File: config.mk
export PLATFORM = sky130hd
export DESIGN_NAME = sw_prio_encoder
export DESIGN_NICKNAME = d
export VERILOG_FILES = /design/src/rtl/sw_prio_encoder.sv
export SDC_FILE = /design/constraint.sdc
export NUM_CORES = 1
export LEC_CHECK = 0
export CORE_MARGIN = 2
export CORE_UTILIZATION = 46
export DETAILED_ROUTE_END_ITERATION = 7
export PLACE_DENSITY = 0.81
export SETUP_SLACK_MARGIN = 0.3
export SLEW_MARGIN = 20
export SYNTH_ARGS = -nofsm -noshare
export SYNTH_HDL_FRONTEND = slang
export SYNTH_SLANG_ARGS = --single-unit
export TNS_END_PERCENT = 5
File: constraint.sdc
create_clock -name clk -period 1.5 [get_ports clk]
set_input_delay 0.3 -clock clk [delete_from_list [all_inputs] [get_ports clk]]
set_output_delay 0.3 -clock clk [all_outputs]
set_load 0.005 [all_outputs]
File: src/rtl/sw_prio_encoder.sv
// Switch input stage: two-flop synchroniser, optional debounce, registered priority encode.
// Debounce FSM is built only when SW_PRIO_ENCODER_DEBOUNCE_EN is defined.
//
// state  | meaning
// STABLE | sw_sync matches the accepted vector; waiting for a change
// SETTLE | counting consecutive samples of the candidate vector in cand

module sw_prio_encoder #(
  parameter int DEBOUNCE_CYCLES = 16
) (
  input  logic       clk,
  input  logic       rst,
  input  logic       en,
  input  logic [7:0] sw,
  output logic [2:0] encoded,
  output logic       valid,
  output logic       changed
);

  logic [7:0] s1;
  logic [7:0] sw_sync;
  logic [7:0] sw_stable;

  always_ff @(posedge clk or negedge rst) begin
    if (!rst) begin
      s1      <= '0;
      sw_sync <= '0;
    end else begin
      s1      <= sw;
      sw_sync <= s1;
    end
  end

`ifdef SW_PRIO_ENCODER_DEBOUNCE_EN
  localparam int CNT_W = $clog2(DEBOUNCE_CYCLES + 1);

  typedef enum logic {
    STABLE,
    SETTLE
  } state_t;

  state_t           state;
  logic [7:0]       cand;
  logic [CNT_W-1:0] cnt;

  always_ff @(posedge clk or negedge rst) begin
    if (!rst) begin
      state     <= STABLE;
      sw_stable <= '0;
      cand      <= '0;
      cnt       <= '0;
    end else begin
      case (state)
        STABLE: begin
          if (sw_sync != sw_stable) begin
            cand  <= sw_sync;
            cnt   <= CNT_W'(1);
            state <= SETTLE;
          end
        end
        SETTLE: begin
          if (sw_sync == sw_stable) begin
            cnt   <= '0;
            state <= STABLE;
          end else if (sw_sync != cand) begin
            cand <= sw_sync;
            cnt  <= CNT_W'(1);
          end else if (cnt == CNT_W'(DEBOUNCE_CYCLES - 1)) begin
            sw_stable <= cand;
            cnt       <= '0;
            state     <= STABLE;
          end else begin
            cnt <= cnt + CNT_W'(1);
          end
        end
        default: state <= STABLE;
      endcase
    end
  end
`else
  // Without debounce the synchronised vector is accepted as-is.
  logic [15:0] unused_debounce_cycles;
  assign unused_debounce_cycles = 16'(DEBOUNCE_CYCLES);
  assign sw_stable = sw_sync;
`endif

  logic [2:0] enc_next;
  logic       valid_next;

  // Ascending scan so the highest set bit wins.
  always_comb begin
    enc_next   = '0;
    valid_next = 1'b0;
    if (en) begin
      for (int i = 0; i < 8; i++) begin
        if (sw_stable[i]) begin
          enc_next   = 3'(i);
          valid_next = 1'b1;
        end
      end
    end
  end

  always_ff @(posedge clk or negedge rst) begin
    if (!rst) begin
      encoded <= '0;
      valid   <= 1'b0;
      changed <= 1'b0;
    end else begin
      encoded <= enc_next;
      valid   <= valid_next;
      changed <= ({valid_next, enc_next} != {valid, encoded});
    end
  end

endmodule

==> results.rst, run 1 <==
.. list-table::
   :header-rows: 1

   * - Metric
     - Value
   * - Final setup violating endpoints
     - 0
   * - Seq/Total Area, Yosys
     - between 70% and 80%
   * - Relative area change from synthesis to final layout
     - 40.07%
   * - Fill cell total of the finished layout
     - between 100 and 150
   * - Post-Synthesis Cell Area
     - approximately 690 µm²
   * - Relative slew slack
     - between 80% and 90%
   * - Via/cell ratio
     - about 5
   * - Worst Hold Class
     - in -> async
   * - Average routed wire per standard cell
     - approximately 12 µm
   * - Worst path max stage delay
     - a little over 0.4 ns
   * - Largest fanout on the critical path
     - 2
   * - Area of all placed cells without fillers
     - about 960 µm²
   * - Starting density of the core
     - between 50% and 60%
   * - Tightest Pin Transition
     - between 0.2 and 0.3 ns
   * - Tcrit/Tclk final
     - a little over nine tenths
   * - Horizontal die dimension
     - 42.64 µm
   * - Average footprint of a synthesized cell
     - between 15 and 20 µm²
   * - Cell at the slowest stage of the critical path
     - dfrtp_1
   * - Wire length of the first global-routing pass
     - 1.925 mm
   * - Via count
     - 438
   * - Maximum clock frequency
     - roughly 690 MHz
   * - Maximum clock path buffer count
     - 2
   * - Total I/O pin count
     - 16
   * - Post-Synthesis Cells
     - 45
   * - Synth area leader
     - dfrtp_1
   * - RSZ-0062 raised after global routing
     - true
   * - CP delay by family, top
     - flip-flops
   * - Peak supply drop
     - between 0.7 and 0.8 mV
   * - Portion of synthesized cell area occupied by the leading cell type
     - between 70 and 80%
   * - WHS
     - between 0.3 and 0.4 ns
   * - Diodes inserted
     - 0
   * - Register bit count reported by yosys
     - 21
   * - Status
     - finished, final reports clean
   * - Ys Warns
     - 0
   * - Crit path required time
     - ~1.7 ns
   * - Overall track demand over capacity in global routing
     - between 10 and 15%
   * - TritonCTS Buffers
     - 3
   * - First drt pass iteration count
     - 2
   * - Max-cap violations
     - 0
   * - Die Outline Area
     - 1818 µm²
   * - Worst setup path category
     - reg -> reg
   * - Share of post-route cells with drive strength above 1
     - 17.81%
   * - Leading cell type in the layout, fill and taps excluded
     - dfrtp_1
   * - Number of hold-repair buffers added at the cts stage
     - 0
   * - Most used cells in the layout excluding fill and tap cells
     - dfrtp_1 (21), clkdlybuf4s50_1 (10), buf_4 (9)
   * - Skew-Pair Late Insertion Delay
     - a little under 0.3 ns
   * - Tmin final
     - 1.451 ns
   * - Number of port buffers
     - 15
   * - Crit path cell chain
     - nor4_4 -> nand2_1 -> o31a_1 -> xnor2_1 -> o211ai_1
   * - Clock transition at the registers of the reported paths
     - 0.11 ns
   * - Wirelength, routed
     - between 1 and 1.5 mm
   * - Pwr dens
     - around 1000 nW/µm²
   * - Leading post-synthesis cells by cell area
     - dfrtp_1 (77%), nor4_4 (3.1%), o31a_1 (2.6%)
   * - Final ANT Viol Nets
     - 0
   * - Number of global-route vias before repair
     - between 500 and 600
   * - Maximum level of the CTS H-tree
     - 1
   * - Post-Place Cell Area
     - just under 900 µm²
   * - Grt ovf
     - 0
   * - Final net count
     - between 80 and 90
   * - Leakage power of the design
     - 0.4506 nW
   * - Arrival time at the worst endpoint
     - about 1.6 ns
   * - Pin count of the biggest net entering global routing
     - 22
   * - Number of cells on the critical path
     - 5
   * - Clock Skews
     - ~0.007 ns
   * - Number of pins exceeding their max-slew limit in the final report
     - 0
   * - Post-Syn Nets
     - 56
   * - Combined buffer and inverter count along the critical path
     - 0
   * - Detailed placer's ending HPWL
     - about 830 µm
   * - Power, Total
     - between 0.0009 and 0.001 W
   * - Critical Path End Type
     - flop
   * - Number of clock sinks seen by CTS
     - 21
   * - Critical Path Start Type
     - flop
   * - Final Hold Vio Count
     - 0
   * - CTS tree
     - done
   * - Starting DRC count in detailed routing
     - 2
   * - Drt drc
     - 0
   * - Reg2Reg Depth
     - 5
   * - Cell at the root of the clock tree
     - clkbuf_4
   * - Count of distinct cell types in the synthesized netlist
     - 17
   * - Count of standard-cell rows
     - 13
   * - Antenna violations before repair
     - 0
   * - Final Wtd Congestion
     - 0.8643
   * - Die height
     - 42.64 µm
   * - Core ar.
     - around 1400 µm²
[cell type report]
type                       instances  area (µm²)  area share [%]
timing repair buffer              24       230.2           23.93
tap                               15       18.77           1.951
inverter                           1       3.754          0.3901
sequential                        21       525.5           54.62
multi-input combinational         23       157.7           16.38
clock buffer                       4       26.28           2.731
[stage by stage]
step,setup slack (ns),utilization (%),cells,setup TNS [ns]
after floorplan,0.09121,-,45,0
after global placement,0.05620,66.17,80,0
after detailed placement,-0.02905,66.17,80,-0.02905
after CTS,0.02734,70.34,88,0
after global routing,-0.07831,71.27,88,-0.07831
final,0.04889,71.27,88,0
[sequential cells by signal, summed over array words and instances, names as in the netlist]
| register | flops |
|---|---|
| valid | 1 |
| changed | 1 |
| encoded | 3 |
| s1 | 8 |
| sw_stable | 8 |
[path summary, 6_finish.rpt]
| path | slack, ns | from | endpoint |
|---|---|---|---|
| min in group clk | 0.36 | s1[6] | sw_stable[6] |
| hold reg to reg | 0.36 | s1[6] | sw_stable[6] |
| setup / recovery | 0.05 | sw_stable[4] | changed |
| setup reg to reg | 0.05 | sw_stable[4] | changed |
| hold / removal | 0.33 | rst | changed |
| max in group asynchronous | 0.96 | rst | sw_stable[6] |
[where the power goes]
part / leakage, nW / internal, W / switching, W
clock network: 0.0150 / 0.000103 / 0.000146
registers: 0.244 / 0.000596 / 0.0000161
logic: 0.192 / 0.0000657 / 0.0000393
[logic make-up after synthesis]
family / Yosys count / synth area share [%]
flip-flops: 21 / 76.50
buffers and inverters: 1 / 0.5459
AO/OA/AOI/OAI: 10 / 9.655
XOR/XNOR: 2 / 2.551
AND/OR/NAND/NOR: 11 / 10.75
[metal layers]
layer  global-route usage (%)  vias to the layer above  wire length [µm]
met5                        0                        -                 0
met4                    10.63                        0                 7
met3                    4.310                        2                60
met2                    28.18                       15               614
met1                    12.00                      205               416
li1                         -                      216                 -
[what timing repair did]
| action | 4_1_cts | 5_1_grt |
|---|---|---|
| resized for setup | 0 | 5 |
| buffers inserted | 4 | 0 |
| endpoints found under the setup margin | 7 | 7 |
[cells in the mapped netlist]
cell      instances
inv_1             1
o21ai_1           1
a21oi_1           2
nor4_4            1
xnor2_1           2
nor2b_1           2
nand2_1           2
o31a_1            2
nor3_1            1
a211o_1           1
o21ai_0           2
o21bai_1          1
nand4b_1          1
o211ai_1          1
or4_1             1
dfrtp_1          21
nor2_1            3
(Power assumes the default switching activity.)
==> run 2: changes to the inputs <==
--- a/config.mk
+++ b/config.mk
@@ -11,4 +11,5 @@
 export PLACE_DENSITY = 0.81
 export SETUP_SLACK_MARGIN = 0.3
+export SKIP_CTS_REPAIR_TIMING = 1
 export SLEW_MARGIN = 20
 export SYNTH_ARGS = -nofsm -noshare
==> constraint.sdc (replaced) <==
create_clock -name clk -period 1.5 [get_ports clk]
set_input_delay 0.3 -clock clk [delete_from_list [all_inputs] [get_ports clk]]
set_output_delay 0.3 -clock clk [all_outputs]
set_load 0.01 [all_outputs]
==> run 2 against run 1 <==
Routed wire length is 1.4% lower. Critical endpoint unchanged. Design area is 1.7% lower. Highest routed layer unchanged. Clock power hardly changed. Combinational power hardly changed. Non-clock buffer count is 1 lower. Clock-buffer cell count stayed put. Largest power group unchanged.
==> results.rst, run 2 (synthesis results as in run 1) <==
.. list-table::
   :header-rows: 1

   * - Metric
     - Value
   * - Status
     - finished, final reports clean
   * - Comb power frac
     - 10.7% (-0.2 points)
   * - Worst path max stage delay
     - 0.41 ns (about the same)
   * - Wire length of the first global-routing pass
     - 1.869 mm (-2.9%)
   * - Number of clock sinks seen by CTS
     - 21 (unchanged)
   * - Switch Pwr
     - 0.0002011 W (-0.15%)
   * - Largest fanout on the critical path
     - 2 (unchanged)
   * - Worst-case setup slack after placement
     - -0.02905 ns (unchanged)
   * - Number of global-route vias before repair
     - 494 (-6.8%)
   * - CP delay by family, top
     - flip-flops
   * - Pin count of the biggest net entering global routing
     - 22 (unchanged)
   * - Max-cap violations
     - 0 (unchanged)
   * - Drt drc
     - 0 (unchanged)
   * - Relative area change from synthesis to final layout
     - 37.70%
   * - Crit path cell chain
     - nor4_4 -> nand2_1 -> o31a_1 -> xnor2_1 -> o211ai_1
   * - Final ANT Viol Nets
     - 0 (unchanged)
   * - Top Registers
     - s1 (8), sw_stable (8), encoded (3)
   * - Detailed placer's ending HPWL
     - 829.1 µm (unchanged)
   * - Placed cell count
     - 80 (unchanged)
   * - Count of standard-cell rows
     - 13 (unchanged)
   * - Clock transition at the registers of the reported paths
     - 0.10 ns (about the same)
   * - Cell at the root of the clock tree
     - clkbuf_4
   * - Final setup violating endpoints
     - 0 (unchanged)
   * - Crit path required time
     - 1.67 ns (about the same)
   * - Diodes inserted
     - 0 (unchanged)
   * - Sequential group share of total power
     - 63.8% (+0.5 points)
   * - Die Outline Area
     - 1818 µm² (unchanged)
   * - Maximum clock frequency
     - 685.6 MHz (-0.51%)
   * - Maximum level of the CTS H-tree
     - 1 (unchanged)
   * - Overall track demand over capacity in global routing
     - 14.17% (-0.53 points)
   * - Total I/O pin count
     - 16 (unchanged)
   * - Setup TNS after final layout
     - 0 ns (unchanged)
   * - Clock Skews
     - 0.003442 ns (-0.003510 ns)
   * - Worst Setup Slack, final
     - 0.04148 ns (-0.007418 ns)
   * - Share of post-route cells with drive strength above 1
     - 19.44% (+1.6 points)
   * - Core ar.
     - 1350 µm² (unchanged)
   * - Leading cell type in the layout, fill and taps excluded
     - dfrtp_1
   * - Non-filler cells, final
     - 87 (-1.1%)
   * - Final core utilization
     - 70.06% (-1.2 points)
   * - Critical Path End Type
     - flop
   * - Most used cells in the layout excluding fill and tap cells
     - dfrtp_1 (21), clkdlybuf4s50_1 (10), buf_4 (8)
   * - Switching Share
     - 20.88% (+0.029 points)
   * - Via/cell ratio
     - 5.057 (+1.6%)
   * - Worst Hold Class
     - in -> async
   * - Peak supply drop
     - 0.7295 mV (-1.5%)
   * - Arrival time at the worst endpoint
     - 1.63 ns (about the same)
   * - Final Hold Vio Count
     - 0 (unchanged)
   * - Cell at the slowest stage of the critical path
     - dfrtp_1
   * - Worst setup path category
     - reg -> reg
   * - Number of port buffers
     - 15 (unchanged)
   * - Fraction of power consumed by the clock network
     - 25.5% (-0.3 points)
   * - Wirelength, routed
     - 1.084 mm (-1.4%)
   * - Starting density of the core
     - 50.88% (unchanged)
   * - Average routed wire per standard cell
     - 12.46 µm (-0.23%)
   * - Horizontal die dimension
     - 42.64 µm (unchanged)
   * - Final net count
     - 84 (-1.2%)
   * - RSZ-0062 raised after global routing
     - true
   * - Leakage power of the design
     - 0.4246 nW (-5.8%)
   * - Tcrit/Tclk final
     - 97.23% (+0.49 points)
   * - Internal power component
     - 0.0007620 W (-0.33%)
   * - Maximum clock path buffer count
     - 2 (unchanged)
   * - Relative slew slack
     - 83.25% (about the same)
   * - Grt ovf
     - 0 (unchanged)
   * - WHS
     - 0.3372 ns (+0.004503 ns)
   * - Tightest Pin Transition
     - 0.2512 ns (+0.0002693 ns)
   * - Tmin final
     - 1.459 ns (+0.007418 ns)
   * - Pwr dens
     - 1018 nW/µm² (+1.4%)
   * - Critical Path Start Type
     - flop
   * - First drt pass iteration count
     - 3 (+1)
   * - TritonCTS Buffers
     - 3 (unchanged)
   * - Skew-Pair Late Insertion Delay
     - 0.28 ns (about the same)
   * - CTS tree
     - done
   * - Combined buffer and inverter count along the critical path
     - 0 (unchanged)
   * - Antenna violations before repair
     - 0 (unchanged)
   * - Final Wtd Congestion
     - 0.8643 (unchanged)
   * - Number of pins exceeding their max-slew limit in the final report
     - 0 (unchanged)
   * - Die height
     - 42.64 µm (unchanged)
   * - Starting DRC count in detailed routing
     - 4 (+2)
   * - Via count
     - 440 (+0.46%)
==> run 2: power by group through the flow <==
stage | Clock, W | Sequential [W] | Combinational [W]
after floorplan | 0 | 0.000628 | 0.0000251
after global placement | 0 | 0.000625 | 0.0000954
after detailed placement | 0 | 0.000627 | 0.0000991
after CTS | 0.000264 | 0.000616 | 0.0000995
after global routing | 0.000288 | 0.000619 | 0.000113
final | 0.000246 | 0.000614 | 0.000103
==> run 2: area by class of cell <==
cell class / instances / area [µm²]
Clock buffer: 4 / 26.28
Fill cell: 113 / 404.1
Sequential cell: 21 / 525.5
Multi-Input combinational cell: 23 / 157.7
Tap cell: 15 / 18.77
Timing Repair Buffer: 23 / 214.0
Inverter: 1 / 3.754
==> run 2: path summary, 6_finish.rpt <==
check                             start      endpoint  slack [ns]  cells past startpoint
max                        sw_stable[4]       changed        0.04                      5
min                                 rst         valid        0.34                      2
max reg2reg                sw_stable[4]       changed        0.04                      5
min reg2reg                       s1[6]  sw_stable[6]        0.36                      0
max in group asynchronous           rst  sw_stable[6]        0.96                      2
min in group clk                  s1[6]  sw_stable[6]        0.36                      0
==> run 2: routing by layer <==
metal  global-route usage (%)  wire [µm]
met3                    4.741         60
met5                        0          0
met1                    12.32        414
met4                    8.750          7
met2                    26.67        601
==> run 2: metrics by stage <==
step	power, W	cell area, µm²
6_report	0.0009631	945.9
5_1_grt	0.001020	945.9
3_5_place_dp	0.0007262	893.4
2_1_floorplan	0.0006534	686.9
4_1_cts	0.0009792	919.6
3_3_place_gp	0.0007205	893.4
